$ cat src/rtl/mem_port_arbiter_pkg.sv
// rtl/mem_port_arbiter_pkg.sv - shared types and defaults for the single-port memory arbiter
package mem_port_arbiter_pkg;

  localparam int ARB_STARVE_LIMIT = 4;
  localparam int ARB_ADDR_W       = 32;
  localparam int ARB_DATA_W       = 32;
  localparam int ARB_BE_W         = ARB_DATA_W / 8;

  typedef enum logic [1:0] {
    ARB_IDLE,
    ARB_IF,
    ARB_MEM
  } arb_state_t;

  typedef struct packed {
    logic                  we;
    logic [ARB_BE_W-1:0]   be;
    logic [ARB_ADDR_W-1:0] addr;
    logic [ARB_DATA_W-1:0] wdata;
  } ram_req_t;

endpackage

$ cat src/rtl/mem_port_arbiter_pick.sv
// rtl/mem_port_arbiter_pick.sv - MEM-first priority select with IF anti-starvation override
module mem_arb_pick
  import mem_port_arbiter_pkg::*;
#(
  parameter int STARVE_LIMIT = ARB_STARVE_LIMIT,
  parameter int CNT_W        = $clog2(STARVE_LIMIT + 1)
) (
  input  logic             if_req,
  input  logic             mem_req,
  input  logic [CNT_W-1:0] streak,
  output logic             pick_if,
  output logic             pick_mem
);

  logic starved;

  assign starved  = if_req && (streak == CNT_W'(STARVE_LIMIT));
  assign pick_mem = mem_req && !starved;
  assign pick_if  = if_req && !pick_mem;

endmodule

$ cat src/rtl/mem_port_arbiter.sv
// rtl/mem_port_arbiter.sv - IF/MEM arbiter onto one single-port memory; MEM_ARB_STATS_EN adds stall counters
module mem_port_arbiter
  import mem_port_arbiter_pkg::*;
#(
  parameter int ADDR_W       = ARB_ADDR_W,
  parameter int DATA_W       = ARB_DATA_W,
  parameter int STARVE_LIMIT = ARB_STARVE_LIMIT
) (
  input  logic                i_clk,
  input  logic                i_reset_n,
  input  logic                i_if_req,
  input  logic [ADDR_W-1:0]   i_if_addr,
  output logic                o_if_gnt,
  output logic                o_if_rvalid,
  output logic [DATA_W-1:0]   o_if_rdata,
  input  logic                i_mem_req,
  input  logic                i_mem_we,
  input  logic [DATA_W/8-1:0] i_mem_be,
  input  logic [ADDR_W-1:0]   i_mem_addr,
  input  logic [DATA_W-1:0]   i_mem_wdata,
  output logic                o_mem_gnt,
  output logic                o_mem_rvalid,
  output logic [DATA_W-1:0]   o_mem_rdata,
  output logic                o_ram_req,
  output logic                o_ram_we,
  output logic [DATA_W/8-1:0] o_ram_be,
  output logic [ADDR_W-1:0]   o_ram_addr,
  output logic [DATA_W-1:0]   o_ram_wdata,
  input  logic                i_ram_ack,
  input  logic [DATA_W-1:0]   i_ram_rdata
`ifdef MEM_ARB_STATS_EN
  ,
  output logic [31:0]         o_if_stall_cnt,
  output logic [31:0]         o_mem_stall_cnt
`endif
);

  localparam int BE_W  = DATA_W / 8;
  localparam int CNT_W = $clog2(STARVE_LIMIT + 1);

  arb_state_t       state_q, state_d;
  ram_req_t         req_q, req_d;
  logic [CNT_W-1:0] streak_q;
  logic [DATA_W-1:0] rdata_q;
  logic             if_rvalid_q, mem_rvalid_q;
  logic             idle, busy, pick_if, pick_mem;

  // Gating with reset keeps the combinational grants low while reset is held.
  assign idle = (state_q == ARB_IDLE) && i_reset_n;
  assign busy = (state_q != ARB_IDLE);

  mem_arb_pick #(
    .STARVE_LIMIT (STARVE_LIMIT),
    .CNT_W        (CNT_W)
  ) u_pick (
    .if_req   (i_if_req && idle),
    .mem_req  (i_mem_req && idle),
    .streak   (streak_q),
    .pick_if  (pick_if),
    .pick_mem (pick_mem)
  );

  always_comb begin
    state_d = state_q;
    req_d   = req_q;
    case (state_q)
      ARB_IDLE: begin
        if (pick_mem) begin
          state_d     = ARB_MEM;
          req_d.we    = i_mem_we;
          req_d.be    = ARB_BE_W'(i_mem_be);
          req_d.addr  = ARB_ADDR_W'(i_mem_addr);
          req_d.wdata = ARB_DATA_W'(i_mem_wdata);
        end else if (pick_if) begin
          state_d     = ARB_IF;
          req_d.we    = 1'b0;
          req_d.be    = '1;
          req_d.addr  = ARB_ADDR_W'(i_if_addr);
          req_d.wdata = '0;
        end
      end
      ARB_IF, ARB_MEM: begin
        if (i_ram_ack) state_d = ARB_IDLE;
      end
      default: state_d = ARB_IDLE;
    endcase
  end

  always_ff @(posedge i_clk or negedge i_reset_n) begin
    if (!i_reset_n) begin
      state_q <= ARB_IDLE;
      req_q   <= '0;
    end else begin
      state_q <= state_d;
      req_q   <= req_d;
    end
  end

  always_ff @(posedge i_clk or negedge i_reset_n) begin
    if (!i_reset_n) begin
      if_rvalid_q  <= 1'b0;
      mem_rvalid_q <= 1'b0;
      rdata_q      <= '0;
    end else begin
      if_rvalid_q  <= (state_q == ARB_IF) && i_ram_ack;
      mem_rvalid_q <= (state_q == ARB_MEM) && i_ram_ack;
      if (busy && i_ram_ack)
        rdata_q <= ((state_q == ARB_MEM) && req_q.we) ? '0 : i_ram_rdata;
    end
  end

  // Streak counts MEM wins only while IF is actually waiting.
  always_ff @(posedge i_clk or negedge i_reset_n) begin
    if (!i_reset_n) begin
      streak_q <= '0;
    end else if (!i_if_req || pick_if) begin
      streak_q <= '0;
    end else if (pick_mem && (streak_q != CNT_W'(STARVE_LIMIT))) begin
      streak_q <= streak_q + CNT_W'(1);
    end
  end

  assign o_if_gnt     = pick_if;
  assign o_mem_gnt    = pick_mem;
  assign o_if_rvalid  = if_rvalid_q;
  assign o_mem_rvalid = mem_rvalid_q;
  assign o_if_rdata   = if_rvalid_q ? rdata_q : '0;
  assign o_mem_rdata  = mem_rvalid_q ? rdata_q : '0;
  assign o_ram_req    = busy;
  assign o_ram_we     = busy && req_q.we;
  assign o_ram_be     = busy ? BE_W'(req_q.be) : '0;
  assign o_ram_addr   = busy ? ADDR_W'(req_q.addr) : '0;
  assign o_ram_wdata  = busy ? DATA_W'(req_q.wdata) : '0;

`ifdef MEM_ARB_STATS_EN
  logic [31:0] if_stall_q, mem_stall_q;

  always_ff @(posedge i_clk or negedge i_reset_n) begin
    if (!i_reset_n) begin
      if_stall_q  <= '0;
      mem_stall_q <= '0;
    end else begin
      if (i_if_req && !pick_if && (if_stall_q != '1))
        if_stall_q <= if_stall_q + 32'd1;
      if (i_mem_req && !pick_mem && (mem_stall_q != '1))
        mem_stall_q <= mem_stall_q + 32'd1;
    end
  end

  assign o_if_stall_cnt  = if_stall_q;
  assign o_mem_stall_cnt = mem_stall_q;
`endif

endmodule

$ cat config.mk
export PLATFORM = sky130hd
export DESIGN_NAME = mem_port_arbiter
export DESIGN_NICKNAME = d
export VERILOG_FILES = /design/src/rtl/mem_port_arbiter_pkg.sv /design/src/rtl/mem_port_arbiter_pick.sv /design/src/rtl/mem_port_arbiter.sv
export SDC_FILE = /design/constraint.sdc
export NUM_CORES = 1
export LEC_CHECK = 0
export ABC_AREA = 1
export CAP_MARGIN = 20
export CORE_MARGIN = 1.5
export CORE_UTILIZATION = 41
export CTS_CLUSTER_SIZE = 16
export DETAILED_ROUTE_END_ITERATION = 6
export PLACE_DENSITY_LB_ADDON = 0.08
export REMOVE_ABC_BUFFERS = 1
export SYNTH_ARGS = -nofsm -noshare
export SYNTH_HDL_FRONTEND = slang
export SYNTH_SLANG_ARGS = --single-unit
$ cat constraint.sdc
create_clock -name i_clk -period 2.05 [get_ports i_clk]
set_clock_uncertainty 0.1 [all_clocks]
set_input_delay 0.41 -clock i_clk [delete_from_list [all_inputs] [get_ports i_clk]]
set_output_delay 0.41 -clock i_clk [all_outputs]
set_load 0.005 [all_outputs]
Word-level counts from Yosys, hierarchy flattened --
Cells that the tools add are included.
Word-level totals: memory bits (read-only) 0, memories 0, bits in writable memories 0, logic and storage cells 53, flip-flop bits (word level) 108, output and inout port bits 138, bits in latches 0, bits of input ports 138
Cells by class: equality and inequality tests 6, order comparisons 0, $add $sub $neg 1, reduce and logical (&&, ||, !) cells 23, shifts and indexed selects 0, multiply operators 0, bitwise logic cells 0, divide/modulo/power cells 0, mux-type cells 14
Operators with widths (number):
- two-way mux 32 bit | 5
- two-way mux 69 bit | 2
- logical AND 1 bit | 12
- two-way mux 2 bit | 3
- two-way mux 3 bit | 2
- inequality test 3 bit (second input constant) | 2
- nonzero test 2 bit | 3
- two-way mux 4 bit | 1
- case mux 2 bit (2 select lines) | 1
- AND reduction 2 bit | 2
- adder 3 x 1 -> 3 bit (second input constant) | 1
- == test 3 bit (second input constant) | 1
- logical NOT 1 bit | 3
- == test 2 x 1 -> 1 bit (second input constant) | 1
- == test 2 bit (second input constant) | 1
- logical NOT 2 bit | 1
- inequality test 2 bit (second input constant) | 1
- OR reduction 2 bit | 1
- logical OR 1 bit | 1

Depth between registers and ports, before layout --
word-level depth 11, depth in mapped cells 12, depth with buffers taken out 9

Modules after synthesis --
From an unflattened synthesis, not the netlist that was laid out.
Second synthesis, totals: cells, all modules 850, area, all modules 5988.2 sq um
Modules (own cells, without submodules):
- mem_port_arbiter | sequential area each 2702.6 sq um, cells each 843, area an instance 5950.7 sq um, times used 1
- mem_arb_pick | sequential area each 0.0 sq um, cells each 7, area an instance 37.5 sq um, times used 1

Worst setup path before layout --
OpenSTA, ideal clock, no wires.
path kind flip-flop to output port, from register state_q[0], to output o_ram_wdata[21], data arrival time 1.310 ns, buffers on the path 3, required time 1.540 ns, cell stages (with the launch flop) 7, slack 0.230 ns, cell sequence dfrtp_1 > inv_1 > ha_1 > buf_4 > buf_2 > buf_1 > nor2_1
Between the ends: longest elaborated chain between the ends 2
Ends and longest elaborated chain:
- start, declared | RTL line mem_port_arbiter.sv:41 | arb_state_t state_q, state_d;
- start signal, assigned | RTL line mem_port_arbiter.sv:94 | state_q <= state_d;
- nonzero test 2 bit | RTL line mem_port_arbiter.sv:50 | assign busy = (state_q != ARB_IDLE);
- two-way mux 32 bit | RTL line mem_port_arbiter.sv:133 | assign o_ram_wdata = busy ? DATA_W'(req_q.wdata) : '0;
- end, declared | RTL line mem_port_arbiter.sv:28 | output logic [DATA_W-1:0] o_ram_wdata,
No other way between the ends.

Final worst setup path --
from register state_q[0], to output o_mem_gnt
Between the ends: longest elaborated chain between the ends 6, elaborated cells on any way between the ends 7, those cells by class reduce/logical: 7
Ends and longest elaborated chain:
- logical NOT 2 bit (*) | RTL line mem_port_arbiter.sv:49 | assign idle = (state_q == ARB_IDLE) && i_reset_n;
- logical AND 1 bit (*) | RTL line mem_port_arbiter.sv:49
- logical AND 1 bit | RTL line mem_port_arbiter.sv:56 | .if_req (i_if_req && idle),
- logical AND 1 bit | RTL line mem_port_arbiter_pick.sv:17 | assign starved = if_req && (streak == CNT_W'(STARVE_LIMIT));
- logical NOT 1 bit | RTL line mem_port_arbiter_pick.sv:18 | assign pick_mem = mem_req && !starved;
- logical AND 1 bit (*) | RTL line mem_port_arbiter_pick.sv:18
- end, declared | RTL line mem_port_arbiter.sv:21 | output logic o_mem_gnt,
Mark *: on every way between the ends. The rest lies on a longest branch, timed or not.

==> impl_metrics.yaml <==
setup_path:
  cp_common_cell: "buf_6"
  slowest_stage: "dfrtp_1"
  worstPathArrival_ps: 1590
  startpoint_type: "register"
  path_buf_inv: 5
  worst-path-max-fanout: 4
  cp.required_ps: 1540
  path_cells: "inv_2 -> ha_4 -> buf_6 -> nand2_4 -> nor2_4 -> nand2_2 -> inv_4 -> buf_6 -> buf_6"
  cp_top_family: "buffers and inverters"
  worstSetupPathType: "reg2out"
  slowest_delay_ps: 390
  cp-end-kind: "output pin"
grt:
  grt_max_degree: 80
  grt_pass1_wl_mm: 28.13
  antenna_found_initial: 1
  grtUsageTotal_pct: 24.54
  grt_pass1_vias: 5573
  overflow: 0
route:
  wl_mm: 18.02
  dr_total_vias: 6097
  drtIter0Drc: 391
  drtPass1Iterations: 6
  via_per_inst: 4.622
  drcViolationCount: 0
  post_drt_wl_per_cell_microns: 13.66
  postRouteAntennaNets: 0
final_layout:
  drive_gt1_share_pct: 17.56
  stdcell_area_sq_mm: 0.009354
  diodes: 0
  final_cells: 1319
  final_common_cell: "nand2_1"
  syn_to_final_growth_pct: 63.34
  fill_cells: 1255
  seqCellArea_sq_mm: 0.002705
  nNetsFinal: 1277
  multiInputGateArea_sq_mm: 0.002375
  layout_common_cells: "nand2_1, inv_1, clkdlybuf4s50_1"
pwr:
  finalPower_w: 0.01056
  powerDensity_mw_per_mm2: 1129
  switching_share_pct: 37.52
  peakVddDrop_uv: 555.6
  p_switching_w: 0.003961
  pwr-share-seq_pct: 34.4
  pwr-share-comb_pct: 47.6
  p_int_w: 0.006596
  p_leak_nw: 5.466
  p_clk_share_pct: 18.0
die:
  dieHeight_microns: 121.2
  initial_core_util_pct: 41.58
  die_area_sq_mm: 0.01469
  io_pins: 276
  dieWidth_microns: 121.2
  core_sq_mm: 0.01377
  core.rowCount: 43
sta:
  period_share_pct: 102.3
  worst_pin_slew_ps: 392.4
  slew_viol_final: 0
  finalSetupTns_ps: -78.33
  final_hold_viol_count: 0
  setup_ws_ps: -47.32
  rsz0062_at_grt: "true"
  setup_viol: 3
  max_freq_mhz: 476.8
  relSlewSlack_pct: 73.84
  finalCriticalPeriod_ps: 2097
worst_hold_path:
  hold_path_class: "in2async"
synth:
  synth-seq-area-share_pct: 47.19
  synth_cell_types: 19
  yosys_warnings: 0
  synth_cells: 831
  syn_area_per_cell_sq_um: 6.891
  syn-cell-area_sq_mm: 0.005727
  synth-seq-cells: 108
placed_design:
  dpl.hpwl_mm: 11.74
  placed_area_sq_mm: 0.008757
  portBuffers: 275
  dp_cells: 1269
  globalplace.congestion: 0.7900
clock_network:
  clock-sinks: 108
  clk-insertion-delay-late_ps: 350
  cts_made_buffers: 9
  clk_path_buf_depth: 2
  htreeDepth: 3
  root_buffer: "clkbuf_16"
  cts_tree: "done"
  clkTransAtPathRegs_ps: 70
status:
  status: "finished with violations"
  failed_checks: "negative setup slack"
flow_run:
  drv_cap: 0
## layer usage
| layer | vias up | track usage (%) | routed length (microns) |
|---|---|---|---|
| met2 | 197 | 41.34 | 8876 |
| met5 | - | 0 | 12 |
| li1 | 3075 | - | - |
| met1 | 2793 | 30.69 | 7497 |
| met3 | 30 | 6.438 | 1235 |
| met4 | 2 | 8.088 | 395 |
## worst reg2reg max path: cells and delay by family (launching register included)
family,cells,cell delay [ps]
DFF,1,370
AOI/OAI and AO/OA,1,160
and+or+nand+nor,2,230
adders and majority gates,1,180
buffers and inverters,6,780
## logic make-up after synthesis
kind of cell,after synthesis,share of synthesized area (%)
AOI/OAI and AO/OA,71,6.292
xor gates and xnor gates,1,0.1530
adders and majority gates,5,1.092
buffers and inverters,196,13.83
DFF,108,47.19
and+or+nand+nor,450,31.44
## through the flow
stage / setup slack, ps / hold WS [ps] / utilization (%)
finish: -47.32 / 146.2 / 67.91
global placement: -300.9 / 383.7 / 63.58
floorplan: -1966 / 14.41 / -
global route: -132.5 / 176.8 / 67.91
detailed placement: -306.5 / 394.8 / 63.58
CTS: -245.7 / 132.2 / 68.21
## cell usage after synthesis
master / instances / area share (%)
buf_1: 2 / 0.13
buf_2: 9 / 0.79
buf_4: 4 / 0.52
buf_6: 4 / 0.79
clkbuf_1: 30 / 2.0
dfrtp_1: 108 / 47
ha_1: 5 / 1.1
inv_1: 146 / 9.6
inv_2: 1 / 0.065
nand2_1: 306 / 20
nand2_2: 3 / 0.33
nand3_1: 67 / 5.9
nand3_2: 2 / 0.35
nor2_1: 71 / 4.7
nor2_4: 1 / 0.20
o21ai_0: 63 / 5.5
o21ai_1: 4 / 0.35
o22ai_1: 4 / 0.44
xor2_1: 1 / 0.15
## state kept, by name (all words and copies together), names as in the netlist
| name | flops |
|---|---|
| o_if_rvalid | 1 |
| o_mem_rvalid | 1 |
| req_q | 69 |
| rdata_q | 32 |
| state_q | 2 |
| streak_q | 3 |
## path summary, 6_finish.rpt
kind                            slack, ps        from  depth (start not counted)          end
worst max-delay path                  -50  state_q[0]                          9    o_mem_gnt
worst min-delay path                  150   i_reset_n                          3    req_q[59]
worst max register to register        120  state_q[0]                         10    req_q[64]
worst min register to register        410   req_q[43]                          2    req_q[43]
max in group asynchronous             800   i_reset_n                          4  rdata_q[29]
min in group i_clk                    400   i_reset_n                          5  streak_q[2]
## power by group through the flow
stage,registers (W),clock network (W),logic (W)
after floorplan,0.00354,0,0.00206
after global placement,0.00359,0,0.00458
after detailed placement,0.00362,0,0.00463
after CTS,0.00362,0.00194,0.00494
after global routing,0.00375,0.00202,0.00562
final,0.00363,0.00190,0.00503
## what timing repair did
| action | CTS | global route |
|---|---|---|
| hold buffers | 0 | 1 |
| pin swaps | 3 | 3 |
| endpoints found under the hold margin | 0 | 8 |
| buffers inserted | 18 | 8 |
| setup endpoints to repair | 105 | 125 |
| resized for setup | 247 | 160 |
| cloned | 8 | 2 |
## layout make-up
type                            count  share of cell area, %
Tap cell                          180                  2.408
Inverter                          147                  5.926
Timing Repair Buffer              341                  33.90
Clock inverter                      7                  1.057
Multi-Input combinational cell    527                  25.39
Clock buffer                        9                  2.408
Sequential cell                   108                  28.92
Note: power is estimated with default switching activity, not from simulation.
